`src/rtl/des_block_packer.sv`:
```
// des_block_packer: packs a byte stream into 64-bit blocks for the 3DES input.
// First byte lands in Block_Out[63:56]. A flush pads the partial block and
// marks it last. Build option: define PKCS_PAD_EN for PKCS#5 padding (and a
// full 0x08 pad block on an aligned flush); otherwise partial blocks are
// zero-filled and an aligned flush emits nothing.
module des_block_packer #(
  parameter int COUNT_W = 16
) (
  input  logic               Clk,
  input  logic               Reset_n,
  input  logic [7:0]         Byte_In,
  input  logic               Byte_Valid,
  output logic               Byte_Ready,
  input  logic               Flush,
  output logic [63:0]        Block_Out,
  output logic               Block_Valid,
  input  logic               Block_Ready,
  output logic               Block_Last,
  output logic [COUNT_W-1:0] Block_Count
);

  localparam int NUM_LANES = 8;

`ifdef PKCS_PAD_EN
  typedef enum logic [1:0] {S_FILL, S_HOLD, S_PAD} state_t;
`else
  typedef enum logic [1:0] {S_FILL, S_HOLD} state_t;
`endif

  state_t      state;
  logic [2:0]  k;
  logic        flush_pending;
  logic [7:0]  lane_q [NUM_LANES];
  logic [7:0]  lane_d [NUM_LANES];

  logic        accept;
  logic        svc;
  logic [3:0]  k_nxt;
  logic        pad_fill;
  logic        pad_blk;
  logic [7:0]  pad_val;

  assign Byte_Ready  = (state == S_FILL) && !flush_pending;
  assign Block_Valid = (state != S_FILL);
  assign accept      = Byte_Valid && Byte_Ready;
  // flush (new pulse or pending) is only acted on while filling, after the byte
  assign svc         = (state == S_FILL) && (flush_pending || Flush);
  assign k_nxt       = {1'b0, k} + {3'b000, accept};
  assign pad_fill    = svc && (k_nxt != 4'd0) && !k_nxt[3];

`ifdef PKCS_PAD_EN
  assign pad_val = 8'd8 - {4'd0, k_nxt};
  assign pad_blk = svc && (k_nxt == 4'd0);
`else
  assign pad_val = 8'h00;
  assign pad_blk = 1'b0;
`endif

  // per-lane next value: incoming byte, pad byte, whole-block pad, or hold
  for (genvar i = 0; i < NUM_LANES; i++) begin : g_lane
    assign lane_d[i] = (accept && (k == 3'(i)))        ? Byte_In :
                       (pad_fill && (4'(i) >= k_nxt)) ? pad_val :
                       pad_blk                         ? 8'h08   :
                                                         lane_q[i];
    assign Block_Out[63-8*i -: 8] = lane_q[i];
  end

  // lane storage; only written while filling so the held block stays stable
  always_ff @(posedge Clk or negedge Reset_n) begin
    if (!Reset_n) begin
      for (int i = 0; i < NUM_LANES; i++) lane_q[i] <= 8'h00;
    end else begin
      for (int i = 0; i < NUM_LANES; i++) lane_q[i] <= lane_d[i];
    end
  end

  // control FSM: fill / hold / pad, flush bookkeeping, transfer counter
  always_ff @(posedge Clk or negedge Reset_n) begin
    if (!Reset_n) begin
      state         <= S_FILL;
      k             <= 3'd0;
      flush_pending <= 1'b0;
      Block_Last    <= 1'b0;
      Block_Count   <= '0;
    end else begin
      case (state)
        S_FILL: begin
          if (svc) begin
            if (k_nxt[3]) begin
              // byte completed the block; flush now refers to an empty block
              state <= S_HOLD;
              k     <= 3'd0;
`ifdef PKCS_PAD_EN
              flush_pending <= 1'b1;  // pad block follows after this transfer
              Block_Last    <= 1'b0;
`else
              flush_pending <= 1'b0;  // nothing to pad: this block is the last
              Block_Last    <= 1'b1;
`endif
            end else if (k_nxt != 4'd0) begin
              state         <= S_HOLD;
              k             <= 3'd0;
              flush_pending <= 1'b0;
              Block_Last    <= 1'b1;
            end else begin
`ifdef PKCS_PAD_EN
              state      <= S_PAD;
              Block_Last <= 1'b1;
`endif
              flush_pending <= 1'b0;
            end
          end else if (k_nxt[3]) begin
            state <= S_HOLD;
            k     <= 3'd0;
          end else begin
            k <= k_nxt[2:0];
          end
        end
        default: begin
          // HOLD or PAD: a flush here waits for the next FILL cycle
          if (Flush) flush_pending <= 1'b1;
          if (Block_Ready) begin
            state       <= S_FILL;
            Block_Last  <= 1'b0;
            Block_Count <= Block_Count + {{(COUNT_W-1){1'b0}}, 1'b1};
          end
        end
      endcase
    end
  end

endmodule

```
`config.mk`:
```
export PLATFORM = sky130hd
export DESIGN_NAME = des_block_packer
export DESIGN_NICKNAME = d
export VERILOG_FILES = /design/src/rtl/des_block_packer.sv
export SDC_FILE = /design/constraint.sdc
export NUM_CORES = 1
export LEC_CHECK = 0
export CAP_MARGIN = 10
export CORE_UTILIZATION = 35
export DETAILED_ROUTE_END_ITERATION = 16
export GPL_ROUTABILITY_DRIVEN = 0
export PLACE_DENSITY_LB_ADDON = 0.05
export REMOVE_ABC_BUFFERS = 1
export SKIP_LAST_GASP = 1
export SYNTH_ARGS = -nofsm -noshare
export SYNTH_HDL_FRONTEND = slang
export SYNTH_SLANG_ARGS = --single-unit
```
`constraint.sdc`:
```
create_clock -name Clk -period 7.1 [get_ports Clk]
set_input_delay 1.42 -clock Clk [delete_from_list [all_inputs] [get_ports Clk]]
set_output_delay 1.42 -clock Clk [all_outputs]
set_load 0.03 [all_outputs]
```
==> flow_summary.yaml, run 1 <==
cts:
  cts_buffers: 9
  postCtsHoldBufs: 0
  post_cts_resized: 0
  clk_pin_slew_ns: 0.09
  clk_latency_ns: 0.35
  clockBufferDepth: 2
  cts_tree: "done"
  post_cts_buffers: 0
  cts_sinks: 86
  cts_max_level: 3
  cts-root-buf: "clkbuf_8"
yosys:
  yosysTopAreaCell: "dfrtp_1"
  ys.warnings.count: 0
  ys_types: 45
  ys_top_cells_by_area: "dfrtp_1, a22o_1, nor2_1"
  synth-main-ff-cell: "dfrtp_1"
  syn-cell-area_um2: 3670
  synthCells: 322
  ys_ff_latch: 86
  ys_async_sr_fraction: 1.00
  synth_top_area_share: 0.586
  synth_edf_count: 0
  yosysSeqAreaShare: 0.586
  syn_area_per_cell_um2: 11.4
timing:
  slew_violations: 0
  max_freq_ghz: 0.264
  min_period_ns: 3.78
  worst_pin_slew_ns: 0.849
  max_slew_margin: 0.433
  setup_viol: 0
  finalSetupTns_ns: 0
  period_share: 0.533
  rsz0062_at_grt: "no"
  finalHoldViolCount: 0
  skew_ns: 0.0129
worst_setup_path:
  endpoint_kind: "flop"
  slowest_delay_ns: 0.67
  cp_num_buf_inv: 1
  path_class: "input port to flop"
  crit_slowest_cell: "a2111oi_2"
  cp-start-kind: "input port"
  cp.required_ns: 7.29
  cp_max_fo: 8
  crit_arrival_ns: 3.98
  crit_family: "simple AND/OR/NAND/NOR gates"
  crit_chain: "clkdlybuf4s50_1 > and2_1 > ha_1 > ha_1 > nor2_1 > nor2_1 > a2111oi_2 > nor3_1"
power:
  p_seq_frac: 0.372
  power.density_nw_per_um2: 370
  p_switching_uw: 714
  ir_worst_vdd_mv: 0.228
  pwr-share-comb: 0.422
  p_leak_nw: 2.14
  finalPower_mw: 1.84
  clkPwrFrac: 0.206
  switching_share: 0.388
  power.internal_mw: 1.13
floorplanning:
  io_pins: 96
  rows: 37
  die_h_um: 104
  core_um2: 10200
  dieWidth_um: 104
  die_area_um2: 10900
  start_util: 0.359
detailed_routing:
  ant_nets: 0
  dr_wl_met3_um: 554
  first_pass_iters: 6
  dr_wl_met2_um: 4130
  top_layer: "met4"
  drc: 0
  via_per_inst: 5.03
  met1Wirelength_um: 4590
  drt_iter0_drc: 152
  wl_per_cell_um: 16.7
  wl_um: 9350
  vias: 2820
finish:
  final_common_cell: "clkdlybuf4s50_1"
  layout_common_cells: "clkdlybuf4s50_1, dfrtp_1, nor2_1"
  fillers: 969
  fin_nets: 436
  area_growth_pct: 35.3
  ff_latch_area_um2: 2150
  multiInputGateArea_um2: 1470
  final_layout_size_suffix_gt1_frac: 0.101
  fin_cells: 561
  stdcell_area_um2: 4970
  diodes: 0
global_route:
  grt_pass1_wl_um: 15300
  grt_max_degree: 46
  overflow: 0
  grtUsageTotal: 0.182
  antenna_found_initial: 0
  first_global_vias: 2789
place:
  io_buffers: 95
  place_area_um2: 4750
  dpl.hpwl_um: 6350
  post-place-cells: 545
hold_path:
  hp-class: "flop to flop"
outcome:
  status: "finished clean"
flow_run:
  cap_violations: 0
[final timing paths]
| kind | start | depth (start not counted) | endpoint | slack [ns] |
|---|---|---|---|---|
| worst max-delay path | Byte_Valid | 8 | Block_Out[24] | 3.32 |
| worst min-delay path | Block_Count[15] | 1 | Block_Count[15] | 0.47 |
| worst max register to register | state[0] | 8 | Block_Out[24] | 4.03 |
| worst min register to register | Block_Count[15] | 1 | Block_Count[15] | 0.47 |
| max in group asynchronous | Reset_n | 2 | Block_Out[14] | 5.07 |
| min in group asynchronous | Reset_n | 1 | Block_Out[60] | 1.06 |
[registers in the layout, summed over array words and instances, names as in the netlist]
signal / cells
Block_Count: 16
k: 3
Block_Last: 1
flush_pending: 1
Block_Out: 64
state: 1
[cell families after synthesis]
| group | after synthesis | synth area share |
|---|---|---|
| buffers and inverters | 10 | 0.0133 |
| AOI/OAI and AO/OA | 58 | 0.126 |
| and+or+nand+nor | 138 | 0.186 |
| DFF | 86 | 0.586 |
| xor gates and xnor gates | 17 | 0.0405 |
| adders and majority gates | 3 | 0.0102 |
| muxes | 10 | 0.0385 |
[power groups by stage]
| stage | sequential [mW] | combinational (mW) | clock [mW] |
|---|---|---|---|
| 3_5_place_dp | 0.692 | 0.780 | 0 |
| 6_report | 0.684 | 0.777 | 0.379 |
| 4_1_cts | 0.685 | 0.781 | 0.389 |
| 5_1_grt | 0.700 | 0.827 | 0.412 |
| 2_1_floorplan | 0.873 | 0.290 | 0 |
| 3_3_place_gp | 0.696 | 0.775 | 0 |
[stage by stage]
| step | setup WS (ns) | utilization | hold WS (ns) |
|---|---|---|---|
| finish | 3.32 | 0.486 | 0.470 |
| global route | 3.08 | 0.486 | 0.521 |
| CTS | 3.29 | 0.486 | 0.475 |
| detailed placement | 2.94 | 0.465 | 0.461 |
| global placement | 3.02 | 0.465 | 0.456 |
| floorplan | 3.82 | - | 0.609 |
[per-layer routing]
metal  GRT usage  vias to the layer above
met5           0                        -
met4      0.0490                        0
met2       0.269                       86
met1       0.259                     1385
li1            -                     1342
met3      0.0514                        7
[cells in the mapped netlist, types with 2 or more instances]
master and instances:
o21ai_0 9, a21oi_1 3, nor2_1 41, and3_1 3
ha_1 3, nor2_2 3, xnor2_1 12, a22o_1 26
nor2b_1 3, and2_1 11, nor3b_1 2, a31oi_1 2
nand2_1 28, nor4_1 3, clkbuf_1 2, mux2_4 8
buf_1 3, or2_2 2, nand3_1 7, a2111oi_2 2
a31o_2 9, nand4_1 4, or3_1 2, nor3_1 18
xor2_1 5, nand2b_1 5, dfrtp_1 86, buf_2 3
[final cells by class]
| type | count | area share |
|---|---|---|
| Inverter | 1 | 0.000755 |
| Clock buffer | 11 | 0.0264 |
| Timing Repair Buffer | 96 | 0.192 |
| Sequential cell | 86 | 0.433 |
| Clock inverter | 5 | 0.0169 |
| Tap cell | 136 | 0.0342 |
| Multi-Input combinational cell | 226 | 0.296 |
Power figures use the tool's default switching activity.
==> run 2: changes to the inputs <==
clock period = 3.6 ns   (was 7.1 ns; I/O delays follow)
==> run 2 against run 1 <==
Net effect:
- clock power increased by 97%
- global-route usage about the same
- critical path depth unchanged
- total power increased by 99%
- setup slack got worse by 2.7 ns
- combinational power increased by 100%
- largest power group unchanged
==> flow_summary.yaml, run 2 (synthesis gave the netlist of run 1 again) <==
cts:
  cts_sinks: 86
  clk_pin_slew_ns: 0.09
  cts-root-buf: "clkbuf_8"
  postCtsHoldBufs: 0
  cts_tree: "done"
  cts_buffers: 9
  post_cts_buffers: 0
  post_cts_resized: 0
  cts_max_level: 3
  clk_latency_ns: 0.35
  clockBufferDepth: 2
worst_setup_path:
  rr_startpoint: "flush_pending"
  cp.required_ns: 3.79
  r2r_cells: 8
  path_class: "input port to flop"
  reg2reg_to: "Block_Out[17]"
  worstSetupEndpoint: "Block_Out[17]"
  rrSetupSlack_ns: 0.85
  crit_arrival_ns: 3.16
  endpoint_kind: "flop"
  cp-startpoint: "Byte_Valid"
  cp-start-kind: "input port"
  cp_max_fo: 8
timing:
  setup_viol: 0
  finalHoldViolCount: 0
  finalSetupTns_ns: 0
  max_freq_ghz: 0.336
  max_slew_margin: 0.402
  rsz0062_at_grt: "no"
  skew_ns: 0.0142
  period_share: 0.827
  slew_violations: 0
  worst_pin_slew_ns: 0.895
  min_period_ns: 2.98
finish:
  multiInputGateArea_um2: 1470
  fin_nets: 440
  fin_cells: 564
  stdcell_area_um2: 5010
  final_common_cell: "clkdlybuf4s50_1"
  final_layout_size_suffix_gt1_frac: 0.112
  layout_common_cells: "clkdlybuf4s50_1, dfrtp_1, nor2_1"
  fillers: 968
  area_growth_pct: 36.3
  diodes: 0
  ff_latch_area_um2: 2150
  largest_reg_flops: 64
global_route:
  grtUsageTotal: 0.182
  grt_pass1_wl_um: 15400
  antenna_found_initial: 0
  first_global_vias: 2807
  grt_max_degree: 50
  overflow: 0
floorplanning:
  die_area_um2: 10900
  rows: 37
  io_pins: 96
  core_um2: 10200
  die_h_um: 104
  dieWidth_um: 104
  start_util: 0.359
flow_run:
  cap_violations: 0
power:
  ir_worst_vdd_mv: 0.382
  p_seq_frac: 0.366
  pwr-share-comb: 0.430
  p_switching_mw: 1.41
  power.density_nw_per_um2: 732
  power.internal_mw: 2.26
  clkPwrFrac: 0.204
  switching_share: 0.384
  p_leak_nw: 2.17
place:
  dpl.hpwl_um: 6440
  place_area_um2: 4780
  io_buffers: 95
  post-place-cells: 549
detailed_routing:
  vias: 2849
  via_per_inst: 5.05
  ant_nets: 0
  drc: 0
  drt_iter0_drc: 201
  wl_um: 9390
  wl_per_cell_um: 16.6
  first_pass_iters: 4
hold_path:
  hp-class: "input port to async pin"
outcome:
  status: "finished clean"
run 2: cell count changes in the layout (fill, tap and decap cells not counted):
cell	delta
clkbuf_8	+1
buf_4	+4
clkbuf_1	-2
run 2: worst min path at each step:
stage | start | end | slack, ns
4_1_cts | Reset_n | Block_Out[60] | 0.39
3_3_place_gp | Block_Count[15] | Block_Count[15] | 0.46
6_report | Reset_n | Block_Out[60] | 0.38
5_1_grt | Reset_n | Block_Out[60] | 0.43
2_1_floorplan | Reset_n | Block_Count[0] | 0.42
3_5_place_dp | Block_Count[15] | Block_Count[15] | 0.46
run 2: layout make-up:
| type | count | area share |
|---|---|---|
| clock inverter | 5 | 0.0167 |
| tap | 136 | 0.0340 |
| sequential | 86 | 0.430 |
| multi-input combinational | 226 | 0.294 |
| timing repair buffer | 100 | 0.197 |
| clock buffer | 10 | 0.0275 |
| inverter | 1 | 0.000750 |
run 2: power groups by stage:
stage / combinational, mW / sequential [mW] / clock, mW
floorplan: 0.571 / 1.72 / 0
global placement: 1.58 / 1.36 / 0
detailed placement: 1.58 / 1.36 / 0
CTS: 1.59 / 1.34 / 0.772
global route: 1.68 / 1.37 / 0.811
finish: 1.58 / 1.34 / 0.748
run 2: through the flow:
step | setup WS, ns | hold WS [ns] | utilization | power, mW
after global placement | 0.351 | 0.456 | 0.468 | 2.94
after detailed placement | 0.278 | 0.464 | 0.468 | 2.94
after floorplan | 0.617 | 0.424 | - | 2.29
final | 0.623 | 0.378 | 0.489 | 3.67
after global routing | 0.446 | 0.434 | 0.489 | 3.86
after CTS | 0.637 | 0.393 | 0.489 | 3.70
run 2: layer usage:
layer  global-route usage  wire (um)
met1                0.277       4710
met4               0.0582         70
met5                    0          0
met2                0.257       4240
met3               0.0351        369
run 2: critical path, cell delays in order:
cell	delay, ns
clkdlybuf4s50_1	0.50
and2_1	0.14
ha_1	0.19
ha_1	0.27
or2_2	0.15
o21ai_1	0.21
a2111oi_2	0.83
nor3_1	0.14
